**src/rtl/mp_limb_seq_if.sv**
```systemverilog
// Limb-stream bundle for the multi-precision add/sub sequencer: start command,
// operand limb pairs in, result limbs out, plus status.
interface mp_limb_seq_if #(
    parameter int LIMB_W = 64
);
    logic              start_valid;
    logic              start_ready;
    logic              op_sub;
    logic              in_valid;
    logic              in_ready;
    logic [LIMB_W-1:0] in_a;
    logic [LIMB_W-1:0] in_b;
    logic              out_valid;
    logic              out_ready;
    logic [LIMB_W-1:0] out_sum;
    logic              out_last;
    logic              out_cy;
    logic              busy;
    logic              done;

    modport master (
        output start_valid, op_sub, in_valid, in_a, in_b, out_ready,
        input  start_ready, in_ready, out_valid, out_sum, out_last, out_cy, busy, done
    );

    modport slave (
        input  start_valid, op_sub, in_valid, in_a, in_b, out_ready,
        output start_ready, in_ready, out_valid, out_sum, out_last, out_cy, busy, done
    );
endinterface

```
**src/rtl/mp_limb_seq.sv**
```systemverilog
// Multi-precision add/sub sequencer: LS-first limb pairs through one adder, carry kept in a register.
// Latency: input limb handshake in cycle t -> registered result limb valid in cycle t+1.
// Backpressure: single output register; in_ready drops only while the output is held and out_ready is low.
module mp_limb_seq #(
    parameter int LIMB_W = 64,
    parameter int NLIMBS = 8
) (
    input  logic         clk,
    input  logic         rst,
    mp_limb_seq_if.slave bus
);
    localparam int CNT_W = (NLIMBS > 1) ? $clog2(NLIMBS) : 1;
    localparam logic [CNT_W-1:0] LAST_IDX = CNT_W'(NLIMBS - 1);

    typedef enum logic [1:0] {
        IDLE,
        RUN,
        DRAIN
    } state_t;

    state_t            state_q, state_d;
    logic [CNT_W-1:0]  cnt_q;
    logic              carry_q;
    logic              sub_r;
    logic              out_valid_q;
    logic [LIMB_W-1:0] out_sum_q;
    logic              out_last_q;
    logic              out_cy_q;
    logic              done_q;

    logic              start_rdy;
    logic              in_rdy;
    logic              start_hs;
    logic              in_hs;
    logic              out_hs;
    logic              last_beat;
    logic [LIMB_W:0]   add_res;

    assign last_beat = (cnt_q == LAST_IDX);
    assign start_hs  = start_rdy && bus.start_valid;
    assign in_hs     = in_rdy && bus.in_valid;
    assign out_hs    = out_valid_q && bus.out_ready;

    // Subtraction is a + ~b + 1, the +1 coming from the carry seeded at start.
    assign add_res = {1'b0, bus.in_a}
                   + {1'b0, bus.in_b ^ {LIMB_W{sub_r}}}
                   + {{LIMB_W{1'b0}}, carry_q};

    always_comb begin
        state_d   = state_q;
        start_rdy = 1'b0;
        in_rdy    = 1'b0;
        case (state_q)
            IDLE: begin
                start_rdy = 1'b1;
                if (bus.start_valid) state_d = RUN;
            end
            RUN: begin
                in_rdy = !out_valid_q || bus.out_ready;
                if (in_rdy && bus.in_valid && last_beat) state_d = DRAIN;
            end
            DRAIN: begin
                if (out_valid_q && bus.out_ready && out_last_q) state_d = IDLE;
            end
            default: state_d = IDLE;
        endcase
    end

    always_ff @(posedge clk) begin
        if (rst) begin
            state_q     <= IDLE;
            cnt_q       <= '0;
            carry_q     <= 1'b0;
            sub_r       <= 1'b0;
            out_valid_q <= 1'b0;
            out_sum_q   <= '0;
            out_last_q  <= 1'b0;
            out_cy_q    <= 1'b0;
            done_q      <= 1'b0;
        end else begin
            state_q <= state_d;
            done_q  <= 1'b0;
            if (start_hs) begin
                sub_r   <= bus.op_sub;
                carry_q <= bus.op_sub;
                cnt_q   <= '0;
            end
            if (in_hs) begin
                out_sum_q   <= add_res[LIMB_W-1:0];
                carry_q     <= add_res[LIMB_W];
                out_valid_q <= 1'b1;
                if (last_beat) begin
                    out_last_q <= 1'b1;
                    out_cy_q   <= add_res[LIMB_W];
                end else begin
                    cnt_q <= cnt_q + 1'b1;
                end
            end else if (out_hs) begin
                out_valid_q <= 1'b0;
                out_last_q  <= 1'b0;
                out_cy_q    <= 1'b0;
                if (out_last_q) done_q <= 1'b1;
            end
        end
    end

    assign bus.start_ready = start_rdy;
    assign bus.in_ready    = in_rdy;
    assign bus.out_valid   = out_valid_q;
    assign bus.out_sum     = out_sum_q;
    assign bus.out_last    = out_last_q;
    assign bus.out_cy      = out_cy_q;
    assign bus.busy        = (state_q != IDLE);
    assign bus.done        = done_q;
endmodule

```
**src/flat_wrapper.sv**
```systemverilog
// flat-port wrapper written by rule: the top's interface ports become plain ports
module mp_limb_seq_flat 
#(
    parameter int LIMB_W = 64,
    parameter int NLIMBS = 8
)
  (clk, rst, bus_start_valid, bus_op_sub, bus_in_valid, bus_in_a, bus_in_b, bus_out_ready, bus_start_ready, bus_in_ready, bus_out_valid, bus_out_sum, bus_out_last, bus_out_cy, bus_busy, bus_done);
  mp_limb_seq_if #(.LIMB_W(LIMB_W)) bus_i ();
  input  logic clk;
  input  logic rst;
  input wire logic [$bits(bus_i.start_valid)-1:0] bus_start_valid;
  input wire logic [$bits(bus_i.op_sub)-1:0] bus_op_sub;
  input wire logic [$bits(bus_i.in_valid)-1:0] bus_in_valid;
  input wire logic [$bits(bus_i.in_a)-1:0] bus_in_a;
  input wire logic [$bits(bus_i.in_b)-1:0] bus_in_b;
  input wire logic [$bits(bus_i.out_ready)-1:0] bus_out_ready;
  output wire logic [$bits(bus_i.start_ready)-1:0] bus_start_ready;
  output wire logic [$bits(bus_i.in_ready)-1:0] bus_in_ready;
  output wire logic [$bits(bus_i.out_valid)-1:0] bus_out_valid;
  output wire logic [$bits(bus_i.out_sum)-1:0] bus_out_sum;
  output wire logic [$bits(bus_i.out_last)-1:0] bus_out_last;
  output wire logic [$bits(bus_i.out_cy)-1:0] bus_out_cy;
  output wire logic [$bits(bus_i.busy)-1:0] bus_busy;
  output wire logic [$bits(bus_i.done)-1:0] bus_done;
  assign bus_i.start_valid = bus_start_valid;
  assign bus_i.op_sub = bus_op_sub;
  assign bus_i.in_valid = bus_in_valid;
  assign bus_i.in_a = bus_in_a;
  assign bus_i.in_b = bus_in_b;
  assign bus_i.out_ready = bus_out_ready;
  assign bus_start_ready = bus_i.start_ready;
  assign bus_in_ready = bus_i.in_ready;
  assign bus_out_valid = bus_i.out_valid;
  assign bus_out_sum = bus_i.out_sum;
  assign bus_out_last = bus_i.out_last;
  assign bus_out_cy = bus_i.out_cy;
  assign bus_busy = bus_i.busy;
  assign bus_done = bus_i.done;
  mp_limb_seq #(.LIMB_W(LIMB_W), .NLIMBS(NLIMBS)) u_core (.clk(clk), .rst(rst), .bus(bus_i));
endmodule
```
**config.mk**
```make
export PLATFORM = sky130hd
export DESIGN_NAME = mp_limb_seq_flat
export DESIGN_NICKNAME = d
export VERILOG_FILES = /design/src/rtl/mp_limb_seq_if.sv /design/src/rtl/mp_limb_seq.sv /design/src/flat_wrapper.sv
export SDC_FILE = /design/constraint.sdc
export NUM_CORES = 1
export LEC_CHECK = 0
export CORE_MARGIN = 4
export CORE_UTILIZATION = 54
export CTS_BUF_LIST = sky130_fd_sc_hd__clkbuf_8
export CTS_CLUSTER_SIZE = 30
export DETAILED_ROUTE_END_ITERATION = 7
export GPL_ROUTABILITY_DRIVEN = 0
export GPL_TIMING_DRIVEN = 0
export PLACE_DENSITY = 0.9
export SETUP_SLACK_MARGIN = 0.15
export SLEW_MARGIN = 20
export SYNTH_ARGS = -nofsm -noshare
export SYNTH_HDL_FRONTEND = slang
export SYNTH_SLANG_ARGS = --single-unit
```
**constraint.sdc**
```tcl
create_clock -name clk -period 12 [get_ports clk]
set_input_delay 2.4 -clock clk [delete_from_list [all_inputs] [get_ports clk]]
set_output_delay 2.4 -clock clk [all_outputs]
set_load 0.05 [all_outputs]
```
# Word-level counts from Yosys, hierarchy flattened
# Cells that the tools add are included.
# totals
register_bits	75
latchBits	0
ramBits	0
romBits	0
input_bits	134
output_inout_bits	71
elab_cells	54
mem_count	0
# classes
add_sub_neg	3
n_mul	0
div_mod_pow	0
order_cmp	0
n_eq_ne	7
n_shift	0
muxes	18
n_bitwise	2
reduce_logical	15
# ops
op	n
adder 64 x 64 -> 65 bit	1
adder 65 x 1 -> 65 bit	1
bitwise XOR 64 bit	1
2-to-1 mux 1 bit	11
2-to-1 mux 3 bit	3
logical AND 1 bit	6
2-to-1 mux 2 bit	3
one-hot mux 2 bit (3 select lines)	1
nonzero test 2 bit	3
inequality test 2 x 1 -> 1 bit (second input constant)	2
inequality test 2 bit (second input constant)	2
adder 3 x 1 -> 3 bit (second input constant)	1
== test 3 bit (second input constant)	1
AND reduction 3 bit	1
OR reduction 3 bit	1
== test 2 x 1 -> 1 bit (second input constant)	1
== test 2 bit (second input constant)	1
logical NOT 2 bit	1
AND reduction 2 bit	1
logical NOT 1 bit	1
logical OR 1 bit	1
NOT 1 bit	1

# Longest topological paths before layout
# Gate-level depths: netlist of the first run.
# depth
word_depth	6
depth_mapped	15
mapped_depth_nobuf	13

# Least setup slack after synthesis of the first run
# OpenSTA, ideal clock, no wires.
# synth_timing
kind	input -> output
start	input bus_out_ready
end	output bus_in_ready
arrival_time_ns	3.281
required_ns	9.600
path_slack_ns	6.319
path_stages	3
n_path_buf	0
path_cell_list	nand2b_1 > nand2_1 > nor2_1
# synth_via
elab_chain_len	2
# synth_lines
item	line_no	source
start, declared	flat_wrapper.sv:16	input wire logic [$bits(bus_i.out_ready)-1:0] bus_out_ready;
logical OR 1 bit	mp_limb_seq.sv:59	in_rdy = !out_valid_q || bus.out_ready;
2-to-1 mux 1 bit	mp_limb_seq.sv:53	case (state_q)
end, declared	flat_wrapper.sv:18	output wire logic [$bits(bus_i.in_ready)-1:0] bus_in_ready;
# No other way between the ends.

# Worst setup path in the final report of the first run
# Same ends and word-level chain as after synthesis.

==> results.md, run 1 <==
- Status: finished clean
- Worst EP arrival: 4.20 ns
- Fin crit share: 0.550
- Die Ht: 122 µm
- Max Cap Viol: 0
- Synth Register Bits: 75
- Core box area: between 0.01 and 0.015 mm²
- Layout overhead on the synthesized area: 35.1%
- CTS H-Tree Depth: 3
- TritonCTS clock tree: done
- Sw Share: 0.431
- Syn nets: 1121
- Max-slew violation count: 0
- Most Crowded Layer GR: met2
- DRT iter0 DRCs: 627
- Post-synth EDFFs: 0
- Min Tclk post-route: 6.60 ns
- Crit path max fanout: 3
- Synth Warn #: 0
- Die ar.: 0.0148 mm²
- Vias in the first global route: roughly 7400
- Post-CTS sizing: 0
- Largest net degree at the start of global routing: 15
- Total grt overflow: 0
- Buffers on Ports: 204
- Sequential area share after synthesis: 0.216
- Max Clk Rate: 151 MHz
- First-pass GRT wire length: 35.2 mm
- Total power: around 1.0 mW
- DR pass1 iterations: 5
- Leakage Power: 4.05 nW
- WS Path Type: input port to output pin
- Syn Area/Cell: 7.57 µm²
- Fin nets: about 1300
- VDD IR max: between 0.00004 and 0.00005 V
- Synth Flop Type: dfxtp_1
- Num ports: between 200 and 250
- Clock Latency Late Sink: ~0.36 ns
- Vias: 7797
- Setup_tns: 0 ns
- Hold Path Class: flip-flop to flip-flop
- Combinational power share: 0.537
- Final Hold Vio Count: 0
- Hold slack: between 0.4 and 0.5 ns
- Longest Clk Path Bufs: 2
- Antenna Cells: 0
- Worst Tran Pin Value: 1.02 ns
- Critical Path Source Type: input port
- Antenna Nets Post-Route: 0
- Die Wd: between 100 and 150 µm
- Post-DR wirelength/cell: 17.2 µm
- Mapped Area: 0.00696 mm²
- Setup Skew: 0.0129 ns
- Synth Instances: approximately 900
- Residual DRC count: 0
- Flop pwr share: 0.275
- Worst rel slew slack: 0.317
- All-Layer GR Usage: 0.294
- Clock net sink count: 75
- Final Cell Area: 0.00941 mm²
- Power per cell area: 107 mW/mm²
- Dpl cell area: 0.00922 mm²
- Setup Fix Bufs, Post-CTS: 0
- Yosys cell types: between 50 and 60
- Met3 usage: 0.0422
- Endpoints failing setup: 0
- Met2 usage: 0.511
- GR met1 Demand/Resource: 0.369
- Root Driver: clkbuf_8
- Post-CTS Hold Buffers: 0
- Row cnt: 41
- Vias per cell: about 6
- Switching component of the power: 0.435 mW
- Clk pwr share: 0.188
- Crit end category: output pin
- Core Util, Final: 0.745
- CTS clk-pin slew, worst paths: 0.08 ns
- Inserted Clock Buffers: 9
- Antenna violations before repair: 0
- Total internal power: 0.574 mW
- Req. time, crit path: 9.60 ns
- Total Wirelength: 22.5 mm
- Share of cells above drive strength 1: 0.0263
- Starting Density: 0.552
- Synth async-reset ratio: 0
- RSZ-0062 raised after global routing: no
- DP Wirelength: 18.1 mm
cell usage after synthesis, types with 3 or more instances:
library cell	count	share of area
nand2_1	135	0.073
a21oi_1	123	0.088
xor2_1	83	0.10
dfxtp_1	75	0.22
ha_1	65	0.12
a21o_1	64	0.069
nor2_1	53	0.029
clkbuf_1	41	0.022
o21ai_0	33	0.024
xnor2_1	32	0.040
nand3_1	21	0.015
and3_1	14	0.013
a22o_1	12	0.015
inv_1	12	0.0065
nand4_1	12	0.011
nor3_1	12	0.0086
a211oi_1	9	0.0097
a31oi_1	9	0.0081
nand2b_1	8	0.0072
o21a_1	7	0.0075
o21bai_1	7	0.0075
or3_1	7	0.0063
buf_1	6	0.0032
nand3b_1	6	0.0065
nor2b_1	6	0.0054
o211ai_1	6	0.0065
a21boi_0	5	0.0054
and2_1	5	0.0045
o31ai_1	5	0.0054
a221o_1	4	0.0058
a32o_1	3	0.0043
and4_1	3	0.0038
nand4b_1	3	0.0038
metrics by stage:
stage                     setup slack, ns  cells
after floorplan                      6.32    920
after global placement               5.49   1296
after detailed placement             5.43   1296
after CTS                            5.41   1312
after global routing                 5.31   1312
final                                5.40   1312
power groups by stage:
stage	Sequential [mW]	Combinational, mW	Clock [mW]
CTS	0.277	0.534	0.189
global placement	0.283	0.520	0
detailed placement	0.283	0.530	0
floorplan	0.339	0.311	0
global route	0.280	0.585	0.200
finish	0.278	0.542	0.189
layout by cell type, fill, tap and decap left out, types with 3 or more instances in the layout:
master	n
clkdlybuf4s50_1	204
nand2_1	135
a21oi_1	123
xor2_1	83
dfxtp_1	75
ha_1	65
a21o_1	64
nor2_1	53
clkbuf_1	41
o21ai_0	33
xnor2_1	32
nand3_1	21
and3_1	14
inv_1	12
nor3_1	12
nand4_1	12
a22o_1	12
clkbuf_8	10
a211oi_1	9
a31oi_1	9
nand2b_1	8
o21a_1	7
or3_1	7
o21bai_1	7
buf_1	6
nor2b_1	6
o211ai_1	6
nand3b_1	6
and2_1	5
o31ai_1	5
a21boi_0	5
a221o_1	4
nand4b_1	3
a32o_1	3
and4_1	3
sequential cells by signal, indices dropped and copies added, names as in the netlist:
signal / cells
u_core.bus.out_sum: 64
u_core.cnt_q: 3
u_core.bus.out_cy: 1
u_core.bus.done: 1
u_core.state_q: 2
u_core.bus.out_valid: 1
u_core.sub_r: 1
u_core.carry_q: 1
u_core.bus.out_last: 1
per-layer routing:
| metal | wire (µm) | vias to the layer above |
|---|---|---|
| met5 | 0 | - |
| met3 | 1630 | 79 |
| met1 | 9340 | 3611 |
| met4 | 898 | 0 |
| li1 | - | 3726 |
| met2 | 10700 | 381 |
area by class of cell:
type	instances	area, µm²
Multi-Input combinational cell	783	5230
Fill cell	1033	3210
Timing Repair Buffer	204	2040
Sequential cell	75	1500
Tap cell	172	215
Buffer	50	191
Clock buffer	10	138
Clock inverter	6	47.5
Inverter	12	45.0
critical path, stage by stage:
cell,delay (ns)
clkdlybuf4s50_1,0.51
nand2b_1,0.16
nand2_1,0.10
nor2_1,0.18
clkdlybuf4s50_1,0.85
worst paths after layout:
kind | cells past startpoint | start | slack, ns | to
hold / removal | 2 | u_core.bus.out_sum[28] | 0.46 | u_core.bus.out_sum[28]
setup reg to reg | 14 | u_core.sub_r | 6.87 | u_core.bus.out_sum[60]
setup / recovery | 5 | bus_out_ready | 5.40 | bus_in_ready
hold reg to reg | 2 | u_core.bus.out_sum[28] | 0.46 | u_core.bus.out_sum[28]
kinds of logic after synthesis:
kind of cell | synth area share
AOI/OAI and AO/OA | 0.287
and+or+nand+nor | 0.196
xor gates and xnor gates | 0.145
DFF | 0.216
adders and majority gates | 0.123
buffers and inverters | 0.0340
(Power assumes the default switching activity.)
==> inputs of run 2 (changes only) <==
--- a/config.mk
+++ b/config.mk
@@ -6,13 +6,13 @@
 export NUM_CORES = 1
 export LEC_CHECK = 0
 export CORE_MARGIN = 4
-export CORE_UTILIZATION = 54
+export CORE_UTILIZATION = 45
 export CTS_BUF_LIST = sky130_fd_sc_hd__clkbuf_8
 export CTS_CLUSTER_SIZE = 30
 export DETAILED_ROUTE_END_ITERATION = 7
 export GPL_ROUTABILITY_DRIVEN = 0
 export GPL_TIMING_DRIVEN = 0
-export PLACE_DENSITY = 0.9
+export PLACE_DENSITY = 0.8
 export SETUP_SLACK_MARGIN = 0.15
 export SLEW_MARGIN = 20
 export SYNTH_ARGS = -nofsm -noshare
==> constraint.sdc (replaced) <==
create_clock -name clk -period 5.85 [get_ports clk]
set_input_delay 1.17 -clock clk [delete_from_list [all_inputs] [get_ports clk]]
set_output_delay 1.17 -clock clk [all_outputs]
set_load 0.05 [all_outputs]
==> run 2 against run 1 <==
  * Core utilization down 12 points
  * Hold slack got worse by 0.0027 ns
  * Sequential cell count unchanged
  * Register-to-register slack got worse by 6.2 ns
  * Sequential share of layout area shrank 0.078 points
  * Clock power is 130% higher
  * Sequential power is 100% higher
  * First-iteration DRC count grew 10%
  * Cell area grew 0.49%
  * Via count shrank 3.1%
  * Clock skew fell by 0.0012 ns
  * Non-clock buffer count unchanged
  * Largest power group unchanged
==> results.md, run 2 (same netlist as run 1, synthesis figures left out) <==
- Endpoints failing setup: 0 (unchanged)
- DP Wirelength: 17.9 mm (was 18.1 mm)
- Die ar.: 0.0175 mm² (was 0.0148 mm²)
- Post-DR wirelength/cell: 16.9 µm (was 17.2 µm)
- Worst Tran Pin Value: 1.01 ns (was 1.02 ns)
- Largest net degree at the start of global routing: 15 (unchanged)
- Req. time, crit path: 6.08 ns (was 9.60 ns)
- Power per cell area: 223 mW/mm² (was 107 mW/mm²)
- Max Clk Rate: 194 MHz
- TritonCTS clock tree: done (unchanged)
- First-pass GRT wire length: 36.3 mm (was 35.2 mm)
- Residual DRC count: 0 (unchanged)
- Antenna Nets Post-Route: 0 (unchanged)
- Total Wirelength: 22.4 mm (was 22.5 mm)
- Die Wd: 132 µm (was 122 µm)
- Setup Fix Bufs, Post-CTS: 0 (unchanged)
- Longest Clk Path Bufs: 2 (unchanged)
- Inserted Clock Buffers: 9 (unchanged)
- Clock Latency Late Sink: 0.37 ns (was 0.36 ns)
- Layout overhead on the synthesized area: 35.7% (was 35.1%)
- Num ports: 205 (unchanged)
- Most frequent cells in the layout: 204 x clkdlybuf4s50_1, 135 x nand2_1, 123 x a21oi_1, 83 x xor2_1, 75 x dfxtp_1 (unchanged)
- Hold Path Class: flip-flop to flip-flop (unchanged)
- Crit end category: flip-flop (was output pin)
- Total grt overflow: 0 (unchanged)
- CTS H-Tree Depth: 3 (unchanged)
- Buffers on Ports: 204 (unchanged)
- Fin crit share: 0.883
- Most common cell after layout, fill and taps aside: clkdlybuf4s50_1 (unchanged)
- Root Driver: clkbuf_8 (unchanged)
- Die Ht: 132 µm (was 122 µm)
- Final Hold Vio Count: 0 (unchanged)
- Cells along the critical path: clkbuf_1 > buf_1 > xor2_1 > ha_1 > buf_2 > a21oi_1 > o21ai_0 > a221o_1 > o21ai_0 > o21ai_0 > a211oi_1 > o31ai_1 > a21oi_1 > o31ai_1 (was clkdlybuf4s50_1 > nand2b_1 > nand2_1 > nor2_1 > clkdlybuf4s50_1)
- Core box area: 0.0152 mm² (was 0.0126 mm²)
- Vias in the first global route: 7256 (was 7358)
- Share of cells above drive strength 1: 0.0263 (unchanged)
- DR pass1 iterations: 5 (unchanged)
- Vias: 7555 (was 7797)
- Max-slew violation count: 0 (unchanged)
- Leakage Power: 4.05 nW (about the same)
- Worst EP arrival: 5.40 ns (was 4.20 ns)
- Cell mode on critical path: o21ai_0 (was clkdlybuf4s50_1)
- Setup_tns: 0 ns (unchanged)
- Min Tclk post-route: 5.17 ns
- Antenna violations before repair: 0 (unchanged)
- Dpl cell area: 0.00924 mm² (was 0.00922 mm²)
- DRT iter0 DRCs: 692 (was 627)
- Cells on Worst Hold Path: 2 (unchanged)
- All-Layer GR Usage: 0.249 (was 0.294)
- Post-CTS sizing: 0 (unchanged)
- Status: finished clean (unchanged)
- Clock net sink count: 75 (unchanged)
- Post-CTS Hold Buffers: 0 (unchanged)
- Cells on worst reg2reg path: 14 (unchanged)
- Critical Path Source Type: flip-flop (was input port)
- Vias per cell: 5.68 (was 5.94)
- Starting Density: 0.458 (was 0.552)
- CP max stage delay: 0.76 ns (was 0.85 ns)
- VDD IR max: 0.000103 V (was 0.0000494 V)
- Largest register FFs: 64 (unchanged)
- Setup Skew: 0.0117 ns (was 0.0129 ns)
- Fin nets: 1336 (unchanged)
- Worst rel slew slack: 0.324 (was 0.317)
- Final Cell Area: 0.00945 mm² (was 0.00941 mm²)
- CTS clk-pin slew, worst paths: 0.08 ns (about the same)
- RSZ-0062 raised after global routing: no (unchanged)
- Crit path max fanout: 10 (was 3)
- Max Cap Viol: 0 (unchanged)
- WS Path Type: flip-flop to flip-flop (was input port to output pin)
- Row cnt: 45 (was 41)
- Worst path slowest cell: clkbuf_1 (was clkdlybuf4s50_1)
-- run 2: changes by cell type in the layout (fill, tap and decap cells not counted), sizes merged --
cell and delta:
diode +1, bufinv +1, clkinvlp +1, clkinv -2
-- run 2: final timing paths --
kind / start / to / slack [ns]
setup / recovery: u_core.sub_r / u_core.bus.out_cy / 0.68
hold / removal: u_core.bus.out_sum[13] / u_core.bus.out_sum[13] / 0.45
setup reg to reg: u_core.sub_r / u_core.bus.out_cy / 0.68
hold reg to reg: u_core.bus.out_sum[13] / u_core.bus.out_sum[13] / 0.45
-- run 2: area by class of cell --
| cell class | instances | area [µm²] |
|---|---|---|
| antenna | 1 | 2.50 |
| buffer | 50 | 191 |
| clock buffer | 10 | 138 |
| clock inverter | 6 | 71.3 |
| fill | 1384 | 5750 |
| inverter | 12 | 45.0 |
| multi-input combinational | 783 | 5230 |
| sequential | 75 | 1500 |
| tap | 188 | 235 |
| timing repair buffer | 204 | 2040 |
-- run 2: stage by stage --
stage               worst slack, ns  instances   util  power [mW]  hold slack (ns)
global placement              0.541       1312  0.608        1.66            0.438
floorplan                      1.73        920      -        1.33            0.452
global route                  0.433       1328  0.622        2.24            0.468
CTS                           0.732       1328  0.622        2.10            0.454
finish                        0.684       1329  0.622        2.11            0.453
detailed placement            0.514       1312  0.608        1.67            0.444
-- run 2: critical path, delay by kind of cell, from the launching register on --
| kind | cells | cell delay [ns] |
|---|---|---|
| AOI/OAI and AO/OA | 9 | 2.66 |
| xor gates and xnor gates | 1 | 0.21 |
| adders and majority gates | 1 | 0.24 |
| buffers and inverters | 3 | 1.58 |
| DFF | 1 | 0.34 |
-- run 2: routing by layer --
layer	global-route usage	wire length (µm)
met4	0.0681	467
met5	0	0
met2	0.417	10400
met3	0.0344	1590
met1	0.337	9930
-- run 2: power breakdown --
part           total, mW  switching, mW  internal, mW
Sequential         0.569         0.0222         0.547
Combinational       1.10          0.643         0.459
Clock              0.436          0.223         0.213
